## src/rtl/load_pkg.sv

```systemverilog
// rtl/load_pkg.sv - shared load-type codes, FSM states and legality check
package load_pkg;

  localparam logic [2:0] F3_LB  = 3'b000;
  localparam logic [2:0] F3_LH  = 3'b001;
  localparam logic [2:0] F3_LW  = 3'b010;
  localparam logic [2:0] F3_LBU = 3'b100;
  localparam logic [2:0] F3_LHU = 3'b101;

  typedef enum logic [1:0] {
    ST_IDLE = 2'd0,
    ST_REQ  = 2'd1,
    ST_WAIT = 2'd2
  } state_t;

  // Unknown funct3 codes and accesses that straddle their natural alignment are refused.
  function automatic logic is_illegal(input logic [2:0] f3, input logic [1:0] off);
    logic bad;
    case (f3)
      F3_LB, F3_LBU: bad = 1'b0;
      F3_LH, F3_LHU: bad = off[0];
      F3_LW:         bad = (off != 2'b00);
      default:       bad = 1'b1;
    endcase
    return bad;
  endfunction

endpackage

```

## src/rtl/load_align.sv

```systemverilog
// rtl/load_align.sv - picks the addressed byte/half out of a word and extends it
module load_align
  import load_pkg::*;
(
  input  logic [2:0]  i_funct3,
  input  logic [1:0]  i_off,
  input  logic [31:0] i_rdata,
  output logic [31:0] o_data
);

  logic [31:0] w_byte_sh;
  logic [31:0] w_half_sh;

  assign w_byte_sh = i_rdata >> {i_off, 3'b000};
  assign w_half_sh = i_rdata >> {i_off[1], 4'b0000};

  // Select lane and apply sign or zero extension by load type.
  always_comb begin
    o_data = 32'h0;
    case (i_funct3)
      F3_LB:   o_data = {{24{w_byte_sh[7]}}, w_byte_sh[7:0]};
      F3_LBU:  o_data = {24'h0, w_byte_sh[7:0]};
      F3_LH:   o_data = {{16{w_half_sh[15]}}, w_half_sh[15:0]};
      F3_LHU:  o_data = {16'h0, w_half_sh[15:0]};
      F3_LW:   o_data = i_rdata;
      default: o_data = 32'h0;
    endcase
  end

endmodule

```

## src/rtl/load_unit.sv

```systemverilog
// rtl/load_unit.sv - one-transaction data-memory load stage with write-back and stall
module load_unit
  import load_pkg::*;
#(
  parameter int ADDR_W = 32,
  parameter int DATA_W = 32
) (
  input  logic              clk,
  input  logic              rst,
  input  logic              delayed_load,
  input  logic [ADDR_W-1:0] delayed_addr,
  input  logic [4:0]        delayed_rd,
  input  logic [2:0]        delayed_funct3,
  output logic              mem_req,
  output logic [ADDR_W-1:0] mem_addr,
  input  logic              mem_ready,
  input  logic              mem_rvalid,
  input  logic [DATA_W-1:0] mem_rdata,
  output logic              wb_en,
  output logic [4:0]        wb_rd,
  output logic [DATA_W-1:0] wb_data,
  output logic              load_busy,
  output logic              load_fault
);

  state_t            r_state;
  state_t            w_state_nxt;
  logic [ADDR_W-1:0] r_addr;
  logic [4:0]        r_rd;
  logic [2:0]        r_funct3;
  logic              r_wb_en;
  logic [4:0]        r_wb_rd;
  logic [DATA_W-1:0] r_wb_data;
  logic              r_fault;
  logic              w_illegal;
  logic              w_accept;
  logic              w_resp;
  logic [DATA_W-1:0] w_align;

  assign w_illegal = is_illegal(delayed_funct3, delayed_addr[1:0]);
  assign w_accept  = (r_state == ST_IDLE) && delayed_load;
  assign w_resp    = (r_state == ST_WAIT) && mem_rvalid;

  load_align u_align (
    .i_funct3 (r_funct3),
    .i_off    (r_addr[1:0]),
    .i_rdata  (mem_rdata),
    .o_data   (w_align)
  );

  // State register.
  always_ff @(posedge clk or negedge rst) begin
    if (!rst) r_state <= ST_IDLE;
    else      r_state <= w_state_nxt;
  end

  // Next-state: a legal load issues, the request waits for ready, then for data.
  always_comb begin
    w_state_nxt = r_state;
    case (r_state)
      ST_IDLE: if (delayed_load && !w_illegal) w_state_nxt = ST_REQ;
      ST_REQ:  if (mem_ready)                  w_state_nxt = ST_WAIT;
      ST_WAIT: if (mem_rvalid)                 w_state_nxt = ST_IDLE;
      default:                                 w_state_nxt = ST_IDLE;
    endcase
  end

  // State-decoded outputs: request while in REQ, stall whenever not idle.
  always_comb begin
    mem_req   = 1'b0;
    load_busy = 1'b0;
    case (r_state)
      ST_REQ:  begin mem_req = 1'b1; load_busy = 1'b1; end
      ST_WAIT: load_busy = 1'b1;
      default: ;
    endcase
  end

  // Capture the load only from IDLE; register write-back and fault pulses.
  always_ff @(posedge clk or negedge rst) begin
    if (!rst) begin
      r_addr    <= '0;
      r_rd      <= '0;
      r_funct3  <= '0;
      r_wb_en   <= 1'b0;
      r_wb_rd   <= '0;
      r_wb_data <= '0;
      r_fault   <= 1'b0;
    end else begin
      r_wb_en <= 1'b0;
      r_fault <= 1'b0;
      if (w_accept) begin
        r_addr   <= delayed_addr;
        r_rd     <= delayed_rd;
        r_funct3 <= delayed_funct3;
        r_fault  <= w_illegal;
      end
      if (w_resp) begin
        r_wb_en   <= (r_rd != 5'd0);
        r_wb_rd   <= r_rd;
        r_wb_data <= w_align;
      end
    end
  end

  assign mem_addr   = {r_addr[ADDR_W-1:2], 2'b00};
  assign wb_en      = r_wb_en;
  assign wb_rd      = r_wb_rd;
  assign wb_data    = r_wb_data;
  assign load_fault = r_fault;

endmodule

```

## config.mk

```make
export PLATFORM = sky130hd
export DESIGN_NAME = load_unit
export DESIGN_NICKNAME = d
export VERILOG_FILES = /design/src/rtl/load_pkg.sv /design/src/rtl/load_align.sv /design/src/rtl/load_unit.sv
export SDC_FILE = /design/constraint.sdc
export NUM_CORES = 1
export LEC_CHECK = 0
export CORE_ASPECT_RATIO = 1.25
export CORE_MARGIN = 5
export CORE_UTILIZATION = 36
export CTS_BUF_LIST = sky130_fd_sc_hd__clkbuf_8
export DETAILED_ROUTE_END_ITERATION = 10
export PLACE_DENSITY = 0.68
export SETUP_SLACK_MARGIN = 0.15
export SLEW_MARGIN = 20
export SYNTH_ARGS = -nofsm -noshare
export SYNTH_HDL_FRONTEND = slang
export SYNTH_SLANG_ARGS = --single-unit
export TNS_END_PERCENT = 100
```

## constraint.sdc

```tcl
create_clock -name clk -period 2 [get_ports clk]
set_input_delay 0.4 -clock clk [delete_from_list [all_inputs] [get_ports clk]]
set_output_delay 0.4 -clock clk [all_outputs]
set_load 0.005 [all_outputs]
```

; ---- Word-level counts from Yosys, hierarchy flattened
; Cells that the tools add are included.
[totals]
reg_bits = 81
out_inout_bits = 73
in_bits = 77
wordCells = 46
[op_classes]
n_mux = 10
n_shift = 2
reduce_logical = 13
eq_ne = 13
[op_table]
columns = cell, n
row1 = case mux 32 bit (5 select lines), 1
row2 = right shift 32 x 5 -> 16 bit, 1
row3 = right shift 32 x 5 -> 8 bit, 1
row4 = == test 3 bit (second input constant), 4
row5 = == test 3 x 1 -> 1 bit (second input constant), 2
row6 = == test 3 x 2 -> 1 bit (second input constant), 2
row7 = zero test 3 bit, 2
row8 = two-way mux 2 bit, 3
row9 = case mux 2 bit (3 select lines), 1
row10 = OR reduction 2 bit, 3
row11 = nonzero test 5 bit, 1
row12 = two-way mux 1 bit, 4
row13 = != test 2 bit (second input constant), 2
row14 = logical AND 1 bit, 3
row15 = case mux 1 bit (3 select lines), 1
row16 = AND reduction 3 bit, 1
row17 = == test 2 x 1 -> 1 bit (second input constant), 1
row18 = == test 2 bit (second input constant), 1
row19 = zero test 2 bit, 1
row20 = != test 2 x 1 -> 1 bit (second input constant), 1
row21 = nonzero test 2 bit, 1
row22 = zero test 1 bit, 1

; ---- Depth between registers and ports, before layout
[depth]
ltp_word = 7
mapped_depth = 7

; ---- Hierarchy
; A second synthesis with hierarchy kept.
[unflattened]
hier_cells = 330
area_unflattened_um2 = 4151.5
[modules_own_cells]
columns = mod, n_inst, cells_per_inst, area_each_um2
row1 = load_unit, 1, 219, 3329.4
row2 = load_align, 1, 111, 822.0

; ---- Worst setup path before layout
; OpenSTA, ideal clock, no wires.
[synth_timing]
path_kind = reg-to-reg
from = register r_state[0]
to = register r_wb_rd[0], in the netlist wb_rd[0]
path_stages_with_launch = 6
required_time_ns = 1.875
path_buffers = 1
setup_slack_ns = 0.336
arrival_ns = 1.539
path_cell_list = dfrtp_1 -> inv_1 -> ha_1 -> nand2_1 -> clkbuf_1 -> mux2_2
[synth_via]
elab_chain_len = 2
[synth_rtl]
columns = element, line
row1 = from (decl), load_unit.sv:26  ; state_t r_state;
row2 = from (signal assigned), load_unit.sv:54  ; else r_state <= w_state_nxt;
row3 = == test 2 bit, load_unit.sv:42  ; assign w_resp = (r_state == ST_WAIT) && mem_rvalid;
row4 = logical AND 1 bit, load_unit.sv:42
row5 = to (signal assigned), load_unit.sv:100  ; r_wb_rd <= r_rd;
row6 = to (decl), load_unit.sv:32  ; logic [4:0] r_wb_rd;
; Every way passes these cells.
; A chain may end at the register's enable or synchronous reset.

; ---- Worst setup path after layout
[layout_timing]
from = register r_addr[0]
to = register r_wb_data[14], in the netlist wb_data[14]
[layout_via]
elab_chain_len = 2
[layout_rtl]
columns = element, line
row1 = from (decl), load_unit.sv:28  ; logic [ADDR_W-1:0] r_addr;
row2 = from (signal assigned), load_unit.sv:93  ; r_addr <= delayed_addr;
row3 = right shift 32 x 5 -> 8 bit, load_align.sv:14  ; assign w_byte_sh = i_rdata >> {i_off, 3'b000};
row4 = case mux 32 bit (5 select lines), load_align.sv:20  ; case (i_funct3)
row5 = to (signal assigned), load_unit.sv:101  ; r_wb_data <= w_align;
row6 = to (decl), load_unit.sv:33  ; logic [DATA_W-1:0] r_wb_data;
; Every way passes these cells.

==> summary.md <==
| Metric | Value |
|---|---|
| Status | finished, final reports clean |
| IO Count | 150 |
| Cell Pwr Density | between 1000 and 1500 nW/um^2 |
| Register area | between 2000 and 2500 um^2 |
| DRT antenna net count | 0 |
| Pre-CTS setup slack | -0.109 ns |
| Hold WS | 0.0400 ns |
| DIE AREA | 12800 um^2 |
| Pre-antenna DRT Iters | 6 |
| Global router's overall resource usage | 15.9% |
| Ys Warns | 0 |
| MaxCap Viol Count | 0 |
| Tcrit/Tclk final | about 87% |
| Multi-input logic area | ~1500 um^2 |
| Min Clock Period, post-route | 1.75 ns |
| Layout overhead on the synthesized area | 44.6% |
| Final #Nets | around 500 |
| CTS root buf | clkbuf_8 |
| Crit-path cells | mux4_2 > nand2_1 > a21oi_1 > a21o_1 |
| Fmax | 0.572 GHz |
| Fill cells | 932 |
| First-pass GRT wire length | 15800 um |
| Crit Path Max Fanout | 8 |
| Final Slew Violations | 0 |
| Slowest-stage cell, CP | mux4_2 |
| Die span in y | 125 um |
| CP Capture Type | flip-flop |
| Leak Pwr | 2.39 nW |
| CTS max path bufs | 2 |
| Post-DP HPWL | 8030 um |
| # H-tree levels | 3 |
| Most frequent cells in the layout | 144 x clkdlybuf4s50_1, 81 x dfrtp_1, 52 x mux2_2, 20 x buf_4, 16 x a221o_1 |
| Syn Inst Count | roughly 290 |
| Peak VDD IR | 0.000568 V |
| Yosys top cell by area | dfrtp_1 |
| Initial antenna violation count | 0 |
| Buffers added on ports | 147 |
| Final setup violating endpoints | 0 |
| Post-Syn Area | 3820 um^2 |
| Grt total ovfl | 0 |
| RD Place Congestion | a little under 0.8 |
| Top delay family on crit path | multiplexers |
| Req. time, crit path | 2.24 ns |
| Clk sinks | 81 |
| Vias | roughly 2.8k |
| Top cells by area, synth | dfrtp_1 53%, mux2_2 15%, buf_4 6.7% |
| Commonest non-fill, non-tap cell in the layout | clkdlybuf4s50_1 |
| Sequential share of the synthesized area | 53.0% |
| CP Buf/Inv Count | 0 |
| Via-to-Cell Ratio | 5.06 |
| Relative slew slack | 61.0% |
| #FFs+latches synth | 81 |
| Layout cell share with drive strength beyond 1 | 23.5% |
| Mean Syn Cell Area | approximately 13 um^2 |
| Hold WC Path Type | input pin to asynchronous set/reset pin |
| Clk_skew | 0.00609 ns |
| Routed wire length | about 10000 um |
| Rows | 42 |
| Setup WS post-layout | about 0.25 ns |
| CTS Buf Count | 9 |
| CP arrival | 1.99 ns |
| Max incr delay on CP | 0.56 ns |
| Clock slew at reported path FFs | 0.08 ns |
| Initial Utilization | ~36% |
| RSZ-0062 raised after global routing | false |
| Total power | 7.78 mW |
| Crit path kind | flip-flop to flip-flop |
| Core ar. | between 10000 and 15000 um^2 |
| Largest net degree at the start of global routing | 44 |
| Die Wd | 102 um |
| Vias in the first global route | approximately 3k |
| Tightest Pin Transition | 0.586 ns |
| Netlist cell types | 39 |
| Skew-Pair Late Insertion Delay | 0.35 ns |
| Crit start category | flip-flop |
| 1st-iter DRT viols | 122 |
| Inserted Diodes | 0 |
| Top-area cell type share of the netlist area | 53.0% |
| CTS tree | done |
| DRC | 0 |
| Endpoints failing hold | 0 |
| Routed WL per cell | between 15 and 20 um |
==> per-stage QoR <==
| stage | TNS, ns | instance area [um^2] | std cells | utilization, % |
|---|---|---|---|---|
| finish | 0 | 5530 | 561 | 52.6 |
| global route | 0 | 5530 | 561 | 52.6 |
| CTS | 0 | 5500 | 560 | 52.3 |
| detailed placement | -1.69 | 5310 | 543 | 50.5 |
| global placement | -0.667 | 5310 | 543 | 50.5 |
| floorplan | 0 | 3820 | 292 | - |
==> flip-flops by register name, summed over array words and instances, names as in the netlist <==
register and cells:
wb_rd 5, wb_en 1, r_state 2, r_addr 32, r_funct3 3, load_fault 1
r_rd 5, wb_data 32
==> path summary, 6_finish.rpt <==
check	startpoint	endpoint	slack (ns)	depth (start not counted)
worst max register to register	r_addr[0]$_DFFE_PN0P_	wb_data[14]$_DFFE_PN0P_	0.25	4
worst min register to register	wb_data[15]$_DFFE_PN0P_	wb_data[15]$_DFFE_PN0P_	0.48	1
min in group clk	wb_data[15]$_DFFE_PN0P_	wb_data[15]$_DFFE_PN0P_	0.48	1
worst min-delay path	rst	r_addr[6]$_DFFE_PN0P_	0.04	1
max in group asynchronous	rst	r_addr[27]$_DFFE_PN0P_	1.36	2
worst max-delay path	r_addr[0]$_DFFE_PN0P_	wb_data[14]$_DFFE_PN0P_	0.25	4
==> where the power goes <==
part           internal [mW]  total [mW]  switching (mW)
clock network          0.555        1.12           0.563
registers               2.39        2.92           0.529
logic                   2.41        3.74            1.34
total                   5.35        7.78            2.43
==> cell usage after synthesis, drive strengths merged <==
| master | number |
|---|---|
| a21o | 9 |
| a21oi | 10 |
| a221o | 16 |
| a222oi | 6 |
| a22oi | 8 |
| a2bb2oi | 1 |
| a31oi | 2 |
| a32oi | 2 |
| and3b | 1 |
| buf | 44 |
| clkbuf | 4 |
| conb | 1 |
| dfrtp | 81 |
| ha | 4 |
| inv | 4 |
| mux2 | 56 |
| mux2i | 2 |
| mux4 | 1 |
| nand2 | 11 |
| nand2b | 1 |
| nand3 | 1 |
| nor2 | 4 |
| nor2b | 1 |
| nor3 | 3 |
| nor3b | 1 |
| nor4 | 2 |
| nor4b | 1 |
| nor4bb | 2 |
| o21ai | 10 |
| o31a | 2 |
==> routing by layer <==
metal / part of all wire, % / global-route usage (%) / wire (um)
met1: 40 / 19.2 / 4050
met2: 50 / 26.5 / 5090
met3: 7.5 / 3.90 / 760
met4: 2.8 / 7.34 / 283
met5: 0 / 0 / 0
==> area by class of cell <==
cell class              count  area share (%)
multi-input cells         159            26.4
flip-flops and latches     81            36.7
clock buffers               9            2.24
inverters                   4           0.272
clock inverters             6           0.951
well taps                 132            2.99
repair buffers            170            30.4
==> logic make-up after synthesis <==
kind of cell    count (synthesis)  synth area share, %
simple gates                   28                 5.27
mux                            59                 18.1
compound gates                 66                 13.2
flops                          81                 53.0
other cells                     1               0.0981
buf+inv                        52                 8.94
fa+ha+maj                       4                 1.31
==> what timing repair did <==
item,CTS,global route
pin swaps,1,1
endpoints found under the setup margin,2,21
buffers inserted,2,1
hold buffers,0,0
gates resized for setup,4,1
Note: power is estimated with default switching activity, not from simulation.
==> variant, RTL diff (same flow settings) <==
`ADDR_W`: 32 -> 64.
--- a/src/rtl/load_unit.sv
+++ b/src/rtl/load_unit.sv
@@ -3,5 +3,5 @@
   import load_pkg::*;
 #(
-  parameter int ADDR_W = 32,
+  parameter int ADDR_W = 64,
   parameter int DATA_W = 32
 ) (
Ports: changed (resized delayed_addr and mem_addr); port bits go from 150 to 214. No check against the original RTL was run, so the function may have changed too.
==> variant against the unedited design <==
Global-route usage grew 0.50 points. Worst hold slack gained 0.44 ns. Die area grew 34%. Area after synthesis grew 37%. Critical endpoint is now load_busy. Critical path type is now register to output port. Worst setup slack lost 0.042 ns. Final area grew 39%. Power grew 47%. Wire length grew 34%. Utilization grew 0.90 points. Sequential cell count grew 32. Synthesized cell count grew 34%.
==> variant: results (changes against the unedited design) <==
Run status: complete, no violations (unchanged). The via count of the first global-routing pass is 4161 (was 3048). Commonest cells in the synthesized netlist: dfrtp_1 (113), mux2_2 (84), buf_4 (66) (was dfrtp_1 (81), mux2_2 (52), buf_4 (34)).

The largest fanout of any net on the critical path was 3 (was 8). The detailed-placement wirelength estimate is 10500 um (was 8030 um). The number of enable flip-flop cells after synthesis came out at 0 (unchanged). The initial antenna violation count was 1 (was 0). The class of the tightest hold or removal check is register to register (was input port to asynchronous set/reset pin). The routability congestion estimate from global placement is 0.777 (was 0.794). The data arrival time of the critical path came to 1.39 ns (was 1.99 ns). The number of nets in the layout is 671 (was 506). The pre-CTS setup slack came to -0.132 ns (was -0.109 ns). The placement-stage cell area came out at 0.00720 sq mm (was 0.00531 sq mm).

The global router's overall resource usage came out at 16.4% (was 15.9%). The static leakage came out at 0.00328 uW (was 0.00239 uW). The proportion of layout cells with a drive suffix above 1 is 26.1% (was 23.5%). The total CTS buffers is 17 (was 9). The met3 usage came out at 5.49% (was 3.90%).

The worst IR drop on VDD is 0.000734 V (was 0.000568 V). The fraction of met1 tracks used by global routing came out at 18.0% (was 19.2%). The routed length per placed instance was 18.2 um (about the same). The switching fraction of total power was 29.0% (was 31.2%). The post-synthesis sequential area ratio is 54.0% (was 53.0%). The global routing met2 resource utilization came out at 28.2% (was 26.5%). The maximum number of pins on one net before global-route repair was 45 (was 44). The final setup skew was 0.00823 ns (was 0.00609 ns).

The first-pass GRT wire length came to 22400 um (was 15800 um). The count of non-filler cells in the finished layout is 749 (was 561). The port buffer count is 211 (was 147). The total instance count after detailed placement is 714 (was 543). The CTS clock-pin slew for the worst setup and hold paths came out at 0.06 ns (was 0.08 ns).

The max-slew headroom at the worst pin is 65.8% (was 61.0%). Cells taking the most area after synthesis: dfrtp_1 (54%), mux2_2 (18%), buf_4 (9.5%), a221o_1 (3.1%), a21o_1 (1.3%) (was dfrtp_1 (53%), mux2_2 (15%), buf_4 (6.7%), a221o_1 (4.2%), a21o_1 (1.8%)). The mean area per synthesized cell was 13.4 sq um (was 13.1 sq um).
-- variant: critical path, stage by stage (launching register included) --
cell and delay, ns:
dfrtp_1 0.39, inv_2 0.07, ha_1 0.29, clkdlybuf4s15_2 0.22
-- variant: cell families after synthesis --
kind of cell / share of synthesized area, %
compound gates: 9.62
fa+ha+maj: 0.955
buf+inv: 11.5
flops: 54.0
mux: 20.1
other cells: 0.0715
simple gates: 3.84
-- variant: routing by layer --
metal / wire (um) / share of wire (%)
met1: 5170 / 38
met2: 7110 / 52
met3: 903 / 6.6
met4: 457 / 3.3
met5: 13 / 0.095
-- variant: worst paths after layout --
check	to	startpoint	slack, ns	depth (start not counted)
max reg2reg	wb_data[25]$_DFFE_PN0P_	r_state[1]$_DFFE_PN0P_	0.23	7
min in group asynchronous	r_addr[29]$_DFFE_PN0P_	rst	0.49	2
min reg2reg	wb_data[14]$_DFFE_PN0P_	wb_data[14]$_DFFE_PN0P_	0.48	1
min	wb_data[14]$_DFFE_PN0P_	wb_data[14]$_DFFE_PN0P_	0.48	1
max	load_busy	r_state[0]$_DFFE_PN0P_	0.21	3
max in group asynchronous	r_addr[31]$_DFFE_PN0P_	rst	0.88	3
-- variant: power groups by stage --
| stage | Clock [uW] | Combinational, uW | Sequential [uW] |
|---|---|---|---|
| floorplan | 0 | 3210 | 3920 |
| global placement | 0 | 5050 | 4040 |
| detailed placement | 0 | 5140 | 4090 |
| CTS | 2390 | 5160 | 4060 |
| global route | 2480 | 5480 | 4210 |
| finish | 2310 | 5080 | 4060 |
-- variant: per-stage QoR --
step                utilization, %  hold slack, ns  TNS (ns)
global route                  53.5           0.492         0
floorplan                        -           0.104         0
finish                        53.5           0.476         0
global placement              50.2           0.404    -0.840
detailed placement            50.2           0.417     -2.48
CTS                           53.4           0.476         0
-- variant: area by class of cell --
type,count,area [sq um]
Inverter,4,15.0
Clock buffer,19,262
Fill cell,1289,6680
Multi-Input combinational cell,191,1820
Tap cell,178,223
Timing Repair Buffer,231,2350
Sequential cell,113,2830
Clock inverter,13,166
-- variant: what timing repair did --
action,4_1_cts,5_1_grt
buffers inserted,2,0
hold endpoints to repair,35,0
gates resized for setup,5,5
setup endpoints to repair,18,23
pin swaps,1,0
hold buffers,1,0
